--- src/rtl/mem_bus_arbiter_if.sv ---
// Bus bundle between the two CPU requesters (fetch and MEM stage), the
// arbiter and the shared memory bus slave.
//   master : arbiter view (takes requests, drives the bus command, acks,
//            read data, bus_err_o and stallreq_o)
//   slave  : environment view (requesters plus bus slave), opposite directions
interface mem_bus_arbiter_if;
  logic        if_req_i;
  logic [31:0] if_addr_i;
  logic [31:0] if_rdata_o;
  logic        if_ack_o;

  logic        mem_req_i;
  logic        mem_we_i;
  logic [3:0]  mem_sel_i;
  logic [31:0] mem_addr_i;
  logic [31:0] mem_wdata_i;
  logic [31:0] mem_rdata_o;
  logic        mem_ack_o;

  logic        bus_stb_o;
  logic        bus_we_o;
  logic [3:0]  bus_sel_o;
  logic [31:0] bus_addr_o;
  logic [31:0] bus_wdata_o;
  logic [31:0] bus_rdata_i;
  logic        bus_ack_i;
  logic        bus_err_o;

  logic        stallreq_o;

  modport master (
    input  if_req_i, if_addr_i,
    output if_rdata_o, if_ack_o,
    input  mem_req_i, mem_we_i, mem_sel_i, mem_addr_i, mem_wdata_i,
    output mem_rdata_o, mem_ack_o,
    output bus_stb_o, bus_we_o, bus_sel_o, bus_addr_o, bus_wdata_o,
    input  bus_rdata_i, bus_ack_i,
    output bus_err_o, stallreq_o
  );

  modport slave (
    output if_req_i, if_addr_i,
    input  if_rdata_o, if_ack_o,
    output mem_req_i, mem_we_i, mem_sel_i, mem_addr_i, mem_wdata_i,
    input  mem_rdata_o, mem_ack_o,
    input  bus_stb_o, bus_we_o, bus_sel_o, bus_addr_o, bus_wdata_o,
    output bus_rdata_i, bus_ack_i,
    input  bus_err_o, stallreq_o
  );
endinterface

--- src/rtl/mem_bus_arbiter.sv ---
// Two-requester arbiter for a single memory bus. The MEM stage (older
// instruction) has fixed priority over instruction fetch. One access is in
// flight at a time; it ends on bus_ack_i or is aborted after TIMEOUT busy
// cycles without an ack (owner gets ack with zero data plus bus_err_o).
// Ports:
//   clk, rst : clock, synchronous active-high reset
//   bus      : mem_bus_arbiter_if.master (requesters, bus command, status)
// Parameter:
//   TIMEOUT  : busy cycles without bus_ack_i before abort (2..31)
module mem_bus_arbiter #(
  parameter int unsigned TIMEOUT = 16
) (
  input  logic                clk,
  input  logic                rst,
  mem_bus_arbiter_if.master   bus
);

  typedef enum logic [1:0] {IDLE, IF_BUSY, MEM_BUSY} state_t;

  typedef struct packed {
    logic        we;
    logic [3:0]  sel;
    logic [31:0] addr;
    logic [31:0] wdata;
  } bus_cmd_t;

  localparam logic [4:0] CNT_LAST = 5'(TIMEOUT - 1);

  state_t      state_q, state_d;
  logic [4:0]  cnt_q, cnt_d;
  bus_cmd_t    cmd_q, cmd_d;
  logic        stb_q, stb_d;
  logic        if_ack_q, if_ack_d;
  logic        mem_ack_q, mem_ack_d;
  logic        err_q, err_d;
  logic [31:0] if_rdata_q, if_rdata_d;
  logic [31:0] mem_rdata_q, mem_rdata_d;

  // A requester still holds req during its own ack cycle; masking it there
  // keeps the same request from being issued twice.
  logic mem_win, if_win;
  assign mem_win = bus.mem_req_i & ~mem_ack_q;
  assign if_win  = bus.if_req_i  & ~if_ack_q;

  always_comb begin
    state_d     = state_q;
    cnt_d       = cnt_q;
    cmd_d       = cmd_q;
    stb_d       = stb_q;
    if_ack_d    = 1'b0;
    mem_ack_d   = 1'b0;
    err_d       = 1'b0;
    if_rdata_d  = if_rdata_q;
    mem_rdata_d = mem_rdata_q;
    case (state_q)
      IDLE: begin
        if (mem_win) begin
          state_d     = MEM_BUSY;
          stb_d       = 1'b1;
          cnt_d       = '0;
          cmd_d.we    = bus.mem_we_i;
          cmd_d.sel   = bus.mem_sel_i;
          cmd_d.addr  = bus.mem_addr_i;
          cmd_d.wdata = bus.mem_wdata_i;
        end else if (if_win) begin
          state_d     = IF_BUSY;
          stb_d       = 1'b1;
          cnt_d       = '0;
          cmd_d.we    = 1'b0;
          cmd_d.sel   = 4'b1111;
          cmd_d.addr  = bus.if_addr_i;
          cmd_d.wdata = '0;
        end
      end
      IF_BUSY, MEM_BUSY: begin
        if (bus.bus_ack_i) begin
          state_d = IDLE;
          stb_d   = 1'b0;
          if (state_q == IF_BUSY) begin
            if_ack_d   = 1'b1;
            if_rdata_d = bus.bus_rdata_i;
          end else begin
            mem_ack_d   = 1'b1;
            mem_rdata_d = cmd_q.we ? 32'h0 : bus.bus_rdata_i;
          end
        end else if (cnt_q == CNT_LAST) begin
          // TIMEOUT-th busy cycle with no ack: abort
          state_d = IDLE;
          stb_d   = 1'b0;
          err_d   = 1'b1;
          if (state_q == IF_BUSY) begin
            if_ack_d   = 1'b1;
            if_rdata_d = '0;
          end else begin
            mem_ack_d   = 1'b1;
            mem_rdata_d = '0;
          end
        end else begin
          cnt_d = cnt_q + 5'd1;
        end
      end
      default: begin
        state_d = IDLE;
        stb_d   = 1'b0;
      end
    endcase
  end

  always_ff @(posedge clk) begin
    if (rst) begin
      state_q     <= IDLE;
      cnt_q       <= '0;
      cmd_q       <= '0;
      stb_q       <= 1'b0;
      if_ack_q    <= 1'b0;
      mem_ack_q   <= 1'b0;
      err_q       <= 1'b0;
      if_rdata_q  <= '0;
      mem_rdata_q <= '0;
    end else begin
      state_q     <= state_d;
      cnt_q       <= cnt_d;
      cmd_q       <= cmd_d;
      stb_q       <= stb_d;
      if_ack_q    <= if_ack_d;
      mem_ack_q   <= mem_ack_d;
      err_q       <= err_d;
      if_rdata_q  <= if_rdata_d;
      mem_rdata_q <= mem_rdata_d;
    end
  end

  assign bus.bus_stb_o   = stb_q;
  assign bus.bus_we_o    = cmd_q.we;
  assign bus.bus_sel_o   = cmd_q.sel;
  assign bus.bus_addr_o  = cmd_q.addr;
  assign bus.bus_wdata_o = cmd_q.wdata;
  assign bus.bus_err_o   = err_q;
  assign bus.if_ack_o    = if_ack_q;
  assign bus.if_rdata_o  = if_rdata_q;
  assign bus.mem_ack_o   = mem_ack_q;
  assign bus.mem_rdata_o = mem_rdata_q;

  assign bus.stallreq_o = (bus.mem_req_i & ~mem_ack_q) | (bus.if_req_i & ~if_ack_q);

endmodule

--- src/flat_wrapper.sv ---
// flat-port wrapper written by rule: the top's interface ports become plain ports
module mem_bus_arbiter_flat 
#(
  parameter int unsigned TIMEOUT = 16
)
  (clk, rst, bus_if_req_i, bus_if_addr_i, bus_if_rdata_o, bus_if_ack_o, bus_mem_req_i, bus_mem_we_i, bus_mem_sel_i, bus_mem_addr_i, bus_mem_wdata_i, bus_mem_rdata_o, bus_mem_ack_o, bus_bus_stb_o, bus_bus_we_o, bus_bus_sel_o, bus_bus_addr_o, bus_bus_wdata_o, bus_bus_rdata_i, bus_bus_ack_i, bus_bus_err_o, bus_stallreq_o);
  mem_bus_arbiter_if bus_i ();
  input  logic clk;
  input  logic rst;
  input wire logic [$bits(bus_i.if_req_i)-1:0] bus_if_req_i;
  input wire logic [$bits(bus_i.if_addr_i)-1:0] bus_if_addr_i;
  output wire logic [$bits(bus_i.if_rdata_o)-1:0] bus_if_rdata_o;
  output wire logic [$bits(bus_i.if_ack_o)-1:0] bus_if_ack_o;
  input wire logic [$bits(bus_i.mem_req_i)-1:0] bus_mem_req_i;
  input wire logic [$bits(bus_i.mem_we_i)-1:0] bus_mem_we_i;
  input wire logic [$bits(bus_i.mem_sel_i)-1:0] bus_mem_sel_i;
  input wire logic [$bits(bus_i.mem_addr_i)-1:0] bus_mem_addr_i;
  input wire logic [$bits(bus_i.mem_wdata_i)-1:0] bus_mem_wdata_i;
  output wire logic [$bits(bus_i.mem_rdata_o)-1:0] bus_mem_rdata_o;
  output wire logic [$bits(bus_i.mem_ack_o)-1:0] bus_mem_ack_o;
  output wire logic [$bits(bus_i.bus_stb_o)-1:0] bus_bus_stb_o;
  output wire logic [$bits(bus_i.bus_we_o)-1:0] bus_bus_we_o;
  output wire logic [$bits(bus_i.bus_sel_o)-1:0] bus_bus_sel_o;
  output wire logic [$bits(bus_i.bus_addr_o)-1:0] bus_bus_addr_o;
  output wire logic [$bits(bus_i.bus_wdata_o)-1:0] bus_bus_wdata_o;
  input wire logic [$bits(bus_i.bus_rdata_i)-1:0] bus_bus_rdata_i;
  input wire logic [$bits(bus_i.bus_ack_i)-1:0] bus_bus_ack_i;
  output wire logic [$bits(bus_i.bus_err_o)-1:0] bus_bus_err_o;
  output wire logic [$bits(bus_i.stallreq_o)-1:0] bus_stallreq_o;
  assign bus_i.if_req_i = bus_if_req_i;
  assign bus_i.if_addr_i = bus_if_addr_i;
  assign bus_if_rdata_o = bus_i.if_rdata_o;
  assign bus_if_ack_o = bus_i.if_ack_o;
  assign bus_i.mem_req_i = bus_mem_req_i;
  assign bus_i.mem_we_i = bus_mem_we_i;
  assign bus_i.mem_sel_i = bus_mem_sel_i;
  assign bus_i.mem_addr_i = bus_mem_addr_i;
  assign bus_i.mem_wdata_i = bus_mem_wdata_i;
  assign bus_mem_rdata_o = bus_i.mem_rdata_o;
  assign bus_mem_ack_o = bus_i.mem_ack_o;
  assign bus_bus_stb_o = bus_i.bus_stb_o;
  assign bus_bus_we_o = bus_i.bus_we_o;
  assign bus_bus_sel_o = bus_i.bus_sel_o;
  assign bus_bus_addr_o = bus_i.bus_addr_o;
  assign bus_bus_wdata_o = bus_i.bus_wdata_o;
  assign bus_i.bus_rdata_i = bus_bus_rdata_i;
  assign bus_i.bus_ack_i = bus_bus_ack_i;
  assign bus_bus_err_o = bus_i.bus_err_o;
  assign bus_stallreq_o = bus_i.stallreq_o;
  mem_bus_arbiter #(.TIMEOUT(TIMEOUT)) u_core (.clk(clk), .rst(rst), .bus(bus_i));
endmodule
--- config.mk ---
export PLATFORM = sky130hd
export DESIGN_NAME = mem_bus_arbiter_flat
export DESIGN_NICKNAME = d
export VERILOG_FILES = /design/src/rtl/mem_bus_arbiter_if.sv /design/src/rtl/mem_bus_arbiter.sv /design/src/flat_wrapper.sv
export SDC_FILE = /design/constraint.sdc
export NUM_CORES = 1
export LEC_CHECK = 0
export BUFFER_PORTS_ARGS = -buffer_cell sky130_fd_sc_hd__buf_2
export CORE_MARGIN = 2
export CORE_UTILIZATION = 45
export DETAILED_ROUTE_END_ITERATION = 6
export HOLD_SLACK_MARGIN = 0.02
export PLACE_DENSITY = 0.76
export SYNTH_ARGS = -nofsm -noshare
export SYNTH_HDL_FRONTEND = slang
export SYNTH_SLANG_ARGS = --single-unit
--- constraint.sdc ---
create_clock -name clk -period 2.65 [get_ports clk]
set_input_delay 0.265 -clock clk [delete_from_list [all_inputs] [get_ports clk]]
set_output_delay 0.265 -clock clk [all_outputs]
set_load 0.02 [all_outputs]
# Yosys cells after proc, flatten, opt, wreduce, memory -nomap -nowiden
# Cells that the tools add are included.
[word_totals] register_bits=144 elab_cells=72 in_bits=138
[classes] n_eq_ne=7 n_reduce_logical=12 bitwise_logic=7 addsub=1 muxes=33
[op_table] operator="32-bit 2-to-1 mux" count=9
[op_table] operator="69-bit 2-to-1 mux" count=2
[op_table] operator="5-bit 2-to-1 mux" count=4
[op_table] operator="1-bit 2-to-1 mux" count=11
[op_table] operator="5-bit one-hot mux with 2 select lines" count=1
[op_table] operator="2-bit 2-to-1 mux" count=4
[op_table] operator="3-bit AND reduction" count=2
[op_table] operator="2-bit nonzero test" count=3
[op_table] operator="5-bit by 1-bit adder with 5-bit output (second input constant)" count=1
[op_table] operator="5-bit by 4-bit == test with 1-bit output (second input constant)" count=1
[op_table] operator="2-bit inequality test (second input constant)" count=2
[op_table] operator="1-bit NOT" count=4
[op_table] operator="2-bit one-hot mux with 2 select lines" count=1
[op_table] operator="2-bit AND reduction" count=2
[op_table] operator="4-bit AND reduction" count=1
[op_table] operator="2-bit OR reduction" count=2
[op_table] operator="3-bit by 1-bit inequality test with 1-bit output (second input constant)" count=1
[op_table] operator="3-bit by 2-bit inequality test with 1-bit output (second input constant)" count=1
[op_table] operator="3-bit OR reduction" count=1
[op_table] operator="1-bit bitwise AND" count=2
[op_table] operator="2-bit by 1-bit == test with 1-bit output (second input constant)" count=1
[op_table] operator="2-bit == test (second input constant)" count=1
[op_table] operator="2-bit logical NOT" count=1
[op_table] operator="1-bit one-hot mux with 2 select lines" count=1
[op_table] operator="1-bit bitwise OR" count=1

# Logic depth before layout (Yosys ltp)
# Gate-level depths: netlist (run 1).
[depth] depth_word=5 ltp_mapped=9

# Worst setup path after synthesis (run 1)
# Ideal clock, no wire load.
[synth_timing] path_kind="register to register" from="register u_core.cnt_q[0]" to="register u_core.cnt_q[4]" setup_ns=0.128 path_buffers=0 synth_period_minus_slack_ns=1.940 path_stages_with_launch=8 path_slack_ns=0.710 arrival_ns=1.812 required_ns=2.522 cell_sequence="dfxtp_1 -> ha_1 -> and3_1 -> ha_1 -> or3b_1 -> a32oi_2 -> mux2i_1 -> nor2_1"
[synth_via] elab_chain_cells=4
[synth_lines] item="start, declared" line_no="mem_bus_arbiter.sv:30" source="logic [4:0] cnt_q, cnt_d;"
[synth_lines] item="start signal, assigned" line_no="mem_bus_arbiter.sv:122" source="cnt_q <= cnt_d;"
[synth_lines] item="5-bit by 1-bit adder with 5-bit output" line_no="mem_bus_arbiter.sv:99" source="cnt_d = cnt_q + 5'd1;"
[synth_lines] item="5-bit 2-to-1 mux" line_no="mem_bus_arbiter.sv:86" source="end else if (cnt_q == CNT_LAST) begin"
[synth_lines] item="5-bit 2-to-1 mux" line_no="mem_bus_arbiter.sv:76" source="if (bus.bus_ack_i) begin"
[synth_lines] item="5-bit one-hot mux with 2 select lines" line_no="mem_bus_arbiter.sv:55" source="case (state_q)"
# Several ways; a longest one is shown, not always the timed one. The select of a mux whose other input is x is not followed.
# A chain may end at the register's enable or synchronous reset.

# Worst setup path in the final report (run 1)
[layout_timing] from="register u_core.cnt_q[0]" to="register u_core.if_rdata_q[7] (netlist: u_core.bus.if_rdata_o[7])"
[layout_via] elab_chain_cells=3
[layout_lines] item="5-bit by 4-bit == test with 1-bit output" line_no="mem_bus_arbiter.sv:86"
[layout_lines] item="2-bit nonzero test (no line)"
[layout_lines] item="3-bit AND reduction (no line)"
[layout_lines] item="end signal, assigned" line_no="mem_bus_arbiter.sv:128" source="if_rdata_q <= if_rdata_d;"
[layout_lines] item="end, declared" line_no="mem_bus_arbiter.sv:36" source="logic [31:0] if_rdata_q, if_rdata_d;"
# Every way passes these cells.

==> results of run 1 <==
## synthesized netlist by cell type
library cell	n
nor2_2	1
o21ai_1	1
a311oi_1	34
buf_2	29
inv_2	1
ha_1	5
and3_1	1
nor3b_1	2
mux2i_1	2
nor4_2	1
o21ai_2	1
a21oi_1	39
a32o_1	31
nor2_1	83
dfxtp_1	144
clkbuf_1	24
nand2_1	100
or3b_1	1
a21oi_2	1
inv_1	4
a22oi_1	33
o21ai_0	5
a32oi_2	1
nand4b_1	2
a41oi_1	1
or2_2	1
nand2b_1	5
nor3_1	9
nor2b_1	4
nand3_1	35
buf_1	2
## registers in the layout (all words and copies together), names as in the netlist, 2 cells and up
signal,flops
u_core.bus.bus_sel_o,4
u_core.cnt_q,5
u_core.bus.mem_rdata_o,32
u_core.bus.bus_addr_o,32
u_core.bus.bus_wdata_o,32
u_core.state_q,2
u_core.bus.if_rdata_o,32
## through the flow
stage                     utilization  hold slack, ps  worst slack (ps)  instance area (sq um)  total power [W]
after CTS                      0.6424           83.23             427.5                   7430         0.005753
after global placement         0.5918           439.9             612.8                   6844         0.003376
final                          0.6424           98.92             410.9                   7430         0.005706
after detailed placement       0.5918           446.8             490.3                   6844         0.003405
after floorplan                     -           412.5             710.5                   5386         0.003046
after global routing           0.6424           90.64             268.9                   7430         0.005958
## cell families after synthesis
group                      synth area share
muxes                              0.003717
AOI/OAI and AO/OA                    0.2086
and+or+nand+nor                      0.1923
adders and majority gates           0.01161
buffers and inverters               0.04855
DFF                                  0.5352
## layer usage
metal | vias up | part of all wire | track usage
li1 | 2652 | - | -
met2 | 235 | 0.51 | 0.4259
met4 | 0 | 0.029 | 0.1122
met5 | - | 0 | 0
met1 | 2540 | 0.40 | 0.2776
met3 | 37 | 0.065 | 0.06111
## critical path, delay by kind of cell, from the launching register on
| family | cells | cell delay (ps) |
|---|---|---|
| flip-flops | 1 | 340 |
| buffers and inverters | 1 | 200 |
| AND/OR/NAND/NOR | 3 | 660 |
| adder cells (fa/ha/maj) | 2 | 490 |
| AO/OA/AOI/OAI | 2 | 480 |
## final timing paths
kind                                        endpoint  slack [ps]
max            u_core.bus.if_rdata_o[7]$_SDFFE_PP0P_         410
min reg2reg   u_core.bus.if_rdata_o[30]$_SDFFE_PP0P_         450
max reg2reg    u_core.bus.if_rdata_o[7]$_SDFFE_PP0P_         410
min          u_core.bus.bus_wdata_o[28]$_SDFFE_PP0P_         100
## power breakdown
| part | leakage, nW | internal [W] | total [W] | switching, W |
|---|---|---|---|---|
| Combinational | 2.00 | 0.000355 | 0.000975 | 0.000619 |
| Clock | 0.278 | 0.00140 | 0.00235 | 0.000950 |
| Sequential | 1.18 | 0.00231 | 0.00239 | 0.0000735 |
| Total | 3.45 | 0.00406 | 0.00571 | 0.00164 |
## layout by cell type, fill, tap and decap left out, types with 2 or more instances in the layout
cell and count:
inv_1 4, nand2b_1 5, nor2_2 3, clkbuf_16 17
clkinv_4 2, a311oi_1 34, nand4b_1 2, o21ai_0 5
nor3b_1 2, buf_12 2, a32o_1 31, mux2i_1 2
nor2b_1 3, nand2_1 100, clkinv_2 3, nand3_1 35
dfxtp_1 144, o21ai_2 2, clkinvlp_4 4, ha_1 5
buf_2 274, a22oi_1 33, inv_6 3, bufinv_16 2
nor2_1 81, a21oi_1 39, nor3_1 9, buf_4 11
## cell type report
type,count,area (sq um)
tap,143,178.9
clock buffer,17,425.4
timing repair buffer,287,1494
clock inverter,15,160.2
sequential,144,2883
fill,985,4135
inverter,5,18.77
multi-input combinational,399,2270
==> results.txt, run 1 <==
* Number of standard cells in the final layout excluding fillers: approximately 1000
* Total negative slack: 0 ps
* Longest individual stage delay on the worst path: ~360 ps
- Startpoint class of the critical path: flop
- The die covers about 13000 sq um.
- Setup repair after global routing left no endpoint under its margin.
- Maxcap violations: 0
- Root buffer cell: clkbuf_16
- TritonCTS created 17 clock buffers.
- At the pin with the least slew margin, the transition time is 637.4 ps.
* Critical-path cell with the highest stage delay: or2_2
- The first global-routing pass estimated about 25 mm of wire.
* Grt ovf: 0
* Dominant cell type by area after synthesis: dfxtp_1
- For this run, the number of Yosys warnings is 0.
- Reg clk slew, reported paths: approximately 60 ps
- The worst hold path passes through 3 cells.
* H-Tree Depth: 4
* Synthesized area: roughly 5400 sq um
- After detailed routing, the number of remaining DRC violations is 0.
- Boundary Pins: 276
* Vias per Instance: about 5.4
- The worst pin sits at a relative slew slack of 0.5751.
- After layout, the minimum clock period comes to approximately 2200 ps.
* Share of synthesized area occupied by flip-flops and latches: 0.5352
- Maximum number of buffers from clock root to sink: 2
* Final Routed Wirelength: approximately 16 mm
- Counting distinct cell types in the post-synthesis netlist gives 31.
* Worst r2r src: u_core.cnt_q[0]$_SDFFE_PP0P_
* Worst reg-to-reg path cell count: 8
* #FFs+latches synth: approximately 140
- The die is approximately 110 microns tall.
- Reported leakage power: between 3 and 4 nW
* Pre-Repair DR Iteration Count: 4
- The final-report hold violation count is 0.
- Hold wc startpoint: bus_mem_wdata_i[28]
* Arrival @ worst endpoint: ~2600 ps
- Walking the worst path, the cells encountered are ha_1, and3_1, ha_1, o21ai_2, or2_2, buf_12, nand2_1, a21oi_1.
- Final-report setup violation count: 0
- Clock latency on the worst-skew pair: approximately 410 ps
* WP data required: 2990 ps
* Cell area power density: approximately 770 nW/um^2
- The number of global-route vias before repair was around 5300.
- Entering global routing, the biggest net connects slightly below 70 pins.
- Once the clock tree was built, the setup fixing pass inserted 0 buffers.
- Of the post-synthesis cell area, the dominant cell type holds 0.5352.
* CTS sink count: between 100 and 150
* Setup skew after layout: slightly above 7 ps
- In this run, placement finished with an instance count of ~1000.
- After clock tree synthesis, the repair step resized 0 gates.
- In this run the worst hold path is classified as input pin to flop.
- Across every metal layer, demand over resource in global routing totals 0.2425.
* Share of layout cells above drive strength 1: 0.3806
- The most numerous cell type found on the critical path is ha_1.
- Top fanout value on the critical path: 22
* DP Wirelength: between 10 and 15 mm
- Number of routed nets with antenna violations: 0
- A synthesized cell averages ~8.9 sq um.
* Vias after detailed routing: approximately 5500
- After floorplanning, the core was sized to cover roughly 12000 sq um.
- Synth top area cells: dfxtp_1 (54%), nand2_1 (7.0%), nor2_1 (5.8%), a32o_1 (5.8%), a311oi_1 (5.5%)
- Average wire per standard cell: around 16 microns
* Post-route clock period utilization: 0.8449
- Number of buffers inserted for hold repair after clock tree synthesis: 0
- Critical path origin: u_core.cnt_q[0]$_SDFFE_PP0P_
* Growth of design area from synthesis to finish: 37.93%
* Status: finished, final reports clean
- Nets: 997
* Category of the most critical setup path: flop to flop
* Clock tree from TritonCTS: yes
* Final-report max-slew violation count: 0
- Iteration-0 DRC count of the detailed router: 341
- During placement, the flow inserted port buffers numbering about 280.
* Initial Utilization: 0.4658
* Number of diodes added for antenna fixing: 0
- Measured along the x axis, the die boundary spans roughly 110 microns.
- Peak Freq: approximately 450 MHz
- STA classifies the critical path endpoint as a flop.
- Max rail drop VDD: roughly 470 uV
- Routability-driven placement finished with a final weighted congestion of 0.7929.
- The number of nets in the synthesized netlist is around 750.
* Number of antenna violations at the first check in global routing: 0
* Synthesized netlist cell count: 603
* Floorplan row count: 39
Power figures use the tool's default switching activity.
==> run 2, diff against run 1 <==
- clock period: 2.65 -> 2.3 ns (I/O delays scaled with it)
==> run 2 against run 1 <==
  * Flip-flop and latch count unchanged
  * Clock skew increased by 3.6 ps
  * Non-clock buffer count rose by 4
  * Sequential share of layout area decreased by 0.059 points
  * Critical path depth fell by 1
  * Fmax up 4.0%
  * Routed wire length grew 0.10%
  * Total power up 13%
  * Global-route usage decreased by 0.27 points
  * Largest cell class unchanged
  * Worst hold slack worse by 31 ps
  * Clock power grew 9.8%
  * Via count grew 1.8%
==> results.txt, run 2 (synthesized netlist as in run 1, its figures left out) <==
* Routability Congestion: about 0.78
- Global-route wire length before repair: between 20 and 30 mm
* Worst-path cell chain: ha_1, and3_1, ha_1, or3b_1, a32oi_4, mux2i_1, nor2_1
* Number of routed nets with antenna violations: 0
* Hold wc startpoint: bus_mem_wdata_i[30]
* Number of buffers inserted for hold repair after clock tree synthesis: 0
- Post-route clock period utilization: 0.9364
- For this run, the total global-route usage over all layers was measured as 0.2398.
- Status: finished, final reports clean
- Critical path origin: u_core.cnt_q[0]$_SDFFE_PP0P_
- Fill cells in the final layout number 1000.
- The largest individual stage delay along the critical path comes from the cell or3b_1.
* Pre-Repair DR Iteration Count: 5
* Nets: roughly 1000
- Clock tree synthesis inserted a total of 17 buffers.
* CTS sink count: 144
- Clock latency on the worst-skew pair: 410 ps
- Leaving out fill and tap cells, the most frequent cell in the layout is buf_2.
- Compared with the post-synthesis result, the final layout area differs by 38.14%.
* CP Buf/Inv Count: 0
- Cell count after placement: just under 1000
- The worst register-to-register path has a depth of 7.
- Worst rel slew slack: 0.5607
- The count of pins over their slew limit is 0.
- Longest individual stage delay on the worst path: about 430 ps
- TritonCTS built the clock tree.
- The floorplan step set the die width to 113.4 microns.
- In this run the critical register-to-register path is captured at u_core.cnt_q[0]$_SDFFE_PP0P_.
* Switch share: 0.2998
* DP Wirelength: about 11 mm
* Vias after detailed routing: 5561
- Flop-to-flop setup slack: ~150 ps
- Time the worst path needs with I/O delays and setup: between 2000 and 2500 ps
- Total cell area at the placement stage: ~6900 sq um
* Category of the most critical setup path: flop to flop
- STA classifies the critical path endpoint as a flop.
- Worst Tran Pin Value: 659.0 ps
* Setup skew after layout: roughly 11 ps
- The initial utilization of the core area, before any placement, comes to 0.4658.
* Grt ovf: 0
- By instance count, the cell type seen most on the critical path is ha_1.
* Port bufs: about 280
- Arrival @ worst endpoint: about 2400 ps
- Height of the chip: about 110 microns
- WP data required: about 2600 ps
- Startpoint class of the critical path: flop
- The finished cells cover 7441 sq um.
* Iteration-0 DRC count of the detailed router: between 400 and 500
* Fraction of power consumed by the clock network: 0.399
- Class of the tightest hold or removal check: input pin to flop
- In this run the static leakage power is about 3.5 nW.
- The top cell types in the final layout, fill and taps aside, are buf_2 (274), dfxtp_1 (144), nand2_1 (100).
* Number of stages on the worst setup path: 7
- Broken down by cell family, the worst path's largest delay share belongs to simple AND/OR/NAND/NOR gates.
- Maximum number of buffers from clock root to sink: 2
* Unrepaired setup endpoints after global routing: no
- Of all nets on the critical path, the largest fanout is 4.
- DIE AREA: 12860 sq um
* H-Tree Depth: 4
- Average wire per standard cell: about 16 microns
* Max rail drop VDD: between 400 and 500 uV
- The internal power of the cells totals approximately 0.0045 W.
- Part of the power in combinational logic: 0.176
- The critical path ends at u_core.cnt_q[0]$_SDFFE_PP0P_.
- Part of the power in registers: 0.425
- Peak Freq: between 400 and 500 MHz
- Using the TritonRoute via totals, the vias-per-cell ratio works out to 5.479.
* Worst r2r src: u_core.cnt_q[0]$_SDFFE_PP0P_
- In this run the power spent charging and discharging nets is 0.001940 W.
- Share of layout cells above drive strength 1: 0.3835
* Residual DRC: 0
- The number of global-route vias before repair came to approximately 5400.
- Number of standard cells in the final layout excluding fillers: around 1000
- Number of antenna violations at the first check in global routing: 1
- At the end of the flow the core is filled with cells to 0.6434.
- Final Routed Wirelength: 15.84 mm
- The final-report hold violation count is 0.
- Boundary Pins: approximately 280
- Overall power consumption after layout is estimated at 0.006472 W.
* Total negative slack: 0 ps
- The tool flagged a number of max-cap violations equal to 0.
- Clock-pin slew was measured on the worst setup and hold paths at roughly 60 ps.
- In this run the clock root is driven by a clkbuf_16.
- After floorplanning, the core was divided into 39 placement rows.
- Entering global routing, the biggest net connects between 60 and 70 pins.
* Cell area power density: roughly 870 nW/um^2
- Area of the core region: 11560 sq um
- Setup violations remaining at the end of the flow were counted as 0.
-- run 2: worst min path at each step --
stage,end,slack (ps),cells past startpoint
2_1_floorplan,u_core.bus.if_rdata_o[29]$_SDFFE_PP0P_,380,2
3_3_place_gp,u_core.bus.if_rdata_o[10]$_SDFFE_PP0P_,440,2
3_5_place_dp,u_core.bus.if_rdata_o[3]$_SDFFE_PP0P_,450,2
4_1_cts,u_core.bus.bus_wdata_o[30]$_SDFFE_PP0P_,60,3
5_1_grt,u_core.bus.bus_wdata_o[26]$_SDFFE_PP0P_,70,3
6_report,u_core.bus.bus_wdata_o[30]$_SDFFE_PP0P_,70,3
-- run 2: routing by layer --
layer | up-vias | GRT usage | wire length, microns
met2 | 246 | 0.4228 | 8044
met1 | 2619 | 0.2728 | 6181
met5 | - | 0 | 0
met4 | 0 | 0.1122 | 477
met3 | 35 | 0.06004 | 1141
li1 | 2661 | - | -
-- run 2: timing repair --
item                                   CTS  global route
setup endpoints to repair               11            25
resized for setup                        1             2
buffers inserted                         0             1
endpoints found under the hold margin    0             0
pin swaps                                0             1
-- run 2: through the flow --
step | setup slack [ps] | hold WS [ps]
floorplan | 360.5 | 377.5
global placement | 125.5 | 440.1
detailed placement | -22.91 | 446.5
CTS | 24.93 | 60.26
global route | 3.673 | 68.87
finish | 146.2 | 68.05
-- run 2: power groups by stage --
| stage | clock network, W | registers (W) | logic (W) |
|---|---|---|---|
| 5_1_grt | 0.00274 | 0.00277 | 0.00125 |
| 6_report | 0.00258 | 0.00275 | 0.00114 |
| 3_3_place_gp | 0 | 0.00279 | 0.00111 |
| 3_5_place_dp | 0 | 0.00280 | 0.00113 |
| 2_1_floorplan | 0 | 0.00300 | 0.000513 |
| 4_1_cts | 0.00263 | 0.00275 | 0.00113 |
-- run 2: tightest hold or removal path, cell delays in order --
cell     delay (ps)
buf_2            80
a22oi_1          60
nor2_1           70
-- run 2: final cells by class --
cell class	count	area (sq um)	share of cell area
flip-flops and latches	144	2883	0.3874
multi-input cells	399	2283	0.3069
repair buffers	291	1515	0.2036
clock buffers	18	439.2	0.05902
well taps	143	178.9	0.02405
clock inverters	14	120.1	0.01614
inverters	5	18.77	0.002522
diodes	1	2.502	0.0003363
==> run 3, diff against run 2 <==
- ABC_AREA: unset -> 1
- PLACE_DENSITY: 0.76 -> 0.74
- clock period: 2.3 -> 2 ns (I/O delays scaled with it)
==> run 3 against run 2 <==
  * Core utilization fell by 0.79 points
  * Fmax up 20%
  * Worst setup slack better by 65 ps
  * Sequential share of layout area decreased by 4.2 points
  * Die area is 11% higher
  * Non-clock buffer count increased by 28
  * Largest power group is now the clock network
  * Sequential power rose by 17%
  * Clock skew down 1.5 ps
  * Highest routed layer unchanged
==> results.txt, run 3 <==
* Floorplan row count: 42
- For the pin with the worst max-slew slack, the measured transition is around 550 ps.
- Share of flip-flops with an asynchronous set or reset: 0
- Once layout is complete, the cells apart from fillers number approximately 1300.
* Global-route usage over all layers: 0.2360
- Avg Synthesized Cell Area: 7.580 sq um
- Main combinational cell family by area after synthesis: simple AND/OR/NAND/NOR gates
* Iteration-0 DRC count of the detailed router: 413
- The share of the Yosys chip area taken by registers is 0.4808.
- Dividing total power by cell area gives a power density of 1002 nW/um^2.
- Pin placement for this block handled between 200 and 300 I/O pins.
- Top fanout value on the critical path: 19
- Synth top area cells: dfxtp_1 (48%), nand2_1 (13%), a21oi_1 (8.9%), o21ai_0 (5.6%), nand3_1 (5.3%)
- Synthesized-area fraction occupied by and/or/nand/nor cells: 0.2366
- Dominant cell type by area after synthesis: dfxtp_1
- The number of antenna violations at the first check in global routing was 0.
* Met3 Use GR: 0.06944
- Post CTS Setup Buffer Count: 0
- Average wire per standard cell: approximately 14 microns
- Worst rel slew slack: 0.6354
* Routability Congestion: between 0.8 and 0.9
* Residual DRC: 0
* Xor-xnor portion of the synthesized cell area: 0
* Top flip-flop cell by instance count after synthesis: dfxtp_1
* Cell count after placement: between 1000 and 1500
- Measured in cells, the most critical reg-to-reg path has a length of 11.
* Maximum number of pins on one net before global-route repair: 55
- The startpoint identified for the worst hold timing path is bus_mem_wdata_i[15].
- Clock tree synthesis selected as its root buffer the cell clkbuf_16.
* Category of the most critical setup path: flop to flop
- The synthesized design contains 0 enable-type register cells.
- The tool flagged a number of max-cap violations equal to 0.
- The area growth from synthesis to layout is 39.25%.
- After the last flow step, the layout net total stands at 1211.
- Number of warnings reported in the yosys synthesis log: 0
- In the routed layout, each cell is associated on average with a via count of roughly 5.0.
- Of the total synthesized cell area, the portion taken by full adders, half adders and majority gates is 0.01043.
- IR analysis of the VDD net gives a maximum drop of between 600 and 700 uV.
- Leading post-synthesis cells by instance count: nand2_1 (201), dfxtp_1 (144), a21oi_1 (107)
* Met2 Usage GRT: 0.3836
- Multiplexer area fraction after synthesis: 0
* Unrepaired setup endpoints after global routing: no
- Startpoint class of the critical path: flop
* Reported leakage power: between 4 and 5 nW
- Height of the chip: 119.4 microns
- The cell area that synthesis handed to floorplanning was approximately 6000 sq um.
- Dividing the final minimum period by the clock period gives 0.8943.
- Peak Freq: 559.1 MHz
- Total negative slack: 0 ps
- Synthesized netlist cell count: around 800
- Leading cell type in the layout, fill and taps excluded: buf_2
- Synth Area in Compound Gates: 0.1924
- The count of nets left with antenna violations once routing finished came out at 0.
- The die is between 100 and 150 microns wide.
- In the layout the commonest cells are buf_2 (275), nand2_1 (200), dfxtp_1 (144).
- Area of the core region: 13140 sq um
- Of the cells placed in the final design, the portion with a size suffix greater than 1 is 0.3451.
- STA puts the critical path data required time at approximately 2400 ps.
* Final Routed Wirelength: 17.14 mm
- The die covers around 14000 sq um.
- Number of diodes added for antenna fixing: 0
- CTS Buf Count: 17
* Vias after detailed routing: 6258
- Clock-pin slew was measured on the worst setup and hold paths at 60 ps.
- The first TritonRoute pass finished after 4 iterations.
* Hold Path Depth: 3
- CTS sink count: between 100 and 150
- Counting along the longest clock path gives a buffer depth of 2.
- Of the post-synthesis cell area, the dominant cell type holds 0.4808.
- The tightest min-delay check is of the input pin to flop type.
- The design draws 0.008363 W.
- STA puts the critical path data arrival time at around 2100 ps.
- For this run, global-route usage on met1 was measured as 0.2994.
- Initial Utilization: 0.4564
- The startpoint identified for the worst register-to-register timing path is u_core.cnt_q[0]$_SDFFE_PP0P_.
- DP Wirelength: 11.68 mm
* Clock latency on the worst-skew pair: approximately 420 ps
- For the final database, setup skew stands at approximately 9.2 ps.
- Summed over all layers, the global routing overflow is 0.
* Status: finished, final reports clean
- Via count of the first global-routing pass: about 5600
* Final-report max-slew violation count: 0
* Post-synth cell types: 22
* Critical path origin: u_core.cnt_q[0]$_SDFFE_PP0P_
* Final-report setup violation count: 0
- The final-report hold violation count was 0.
* Time the worst path needs with I/O delays and setup: about 1800 ps
- Port bufs: about 280
- TritonCTS built the clock tree.
- When the netlist entered floorplanning its net count stood at between 900 and 1000.
- The first global-routing pass estimated approximately 27 mm of wire.
* #FFs+latches synth: ~140
- STA classifies the critical path endpoint as a flop.
- The clock tree synthesis step divided the H-tree into 4 levels.
* Most common cell in the netlist: nand2_1
- Global-route layer with the greatest usage: met2
run 3: per-layer routing:
| layer | share of wire | up-vias |
|---|---|---|
| met5 | 0 | - |
| met4 | 0.017 | 0 |
| met3 | 0.079 | 23 |
| met2 | 0.47 | 237 |
| met1 | 0.43 | 2844 |
| li1 | - | 3154 |
run 3: power breakdown:
part           internal [W]  leakage (nW)  switching, W
sequential          0.00311          1.18      0.000120
clock               0.00224         0.320       0.00117
combinational      0.000606          2.75       0.00111
run 3: final cells by class:
class,instances,area [sq um]
flip-flops and latches,144,2883
clock inverters,6,115.1
fillers,1206,4788
repair buffers,319,1832
clock buffers,26,539.3
well taps,176,220.2
inverters,32,120.1
multi-input cells,554,2640
run 3: worst paths after layout:
| kind | endpoint | slack, ps |
|---|---|---|
| hold reg to reg | u_core.bus.bus_wdata_o[14]$_SDFFE_PP0P_ | 460 |
| setup reg to reg | u_core.bus.mem_rdata_o[19]$_SDFFE_PP0P_ | 210 |
| hold / removal | u_core.bus.bus_wdata_o[15]$_SDFFE_PP0P_ | 30 |
| setup / recovery | u_core.bus.mem_rdata_o[19]$_SDFFE_PP0P_ | 210 |
run 3: per-stage QoR:
stage / hold WS (ps) / setup WS [ps] / utilization / cell area [sq um]
after floorplan: 342.8 / 373.0 / - / 5996
after global placement: 447.3 / 272.4 / 0.5665 / 7442
after detailed placement: 451.7 / 196.8 / 0.5665 / 7442
after CTS: 20.92 / 176.0 / 0.6353 / 8347
after global routing: 23.08 / 5.920 / 0.6355 / 8349
final: 34.75 / 211.5 / 0.6355 / 8349
run 3: logic make-up after synthesis:
kind of cell    after synthesis
flops                       144
simple gates                341
buf+inv                      93
compound gates              208
fa+ha+maj                     5
run 3: critical path, cell delays in order (launching register included):
cell     delay [ps]
dfxtp_1         370
ha_1            180
nand2_1          80
nor2_2          110
ha_1            150
inv_1            60
nand2_4          90
nand2_2          60
nor2_4          150
nand2_4          60
buf_4           240
o21ai_2         160
run 3: what timing repair did:
item	in CTS	in global routing
setup endpoints to repair	0	1
resized for setup	0	1
hold buffers	25	0
hold endpoints to repair	25	0
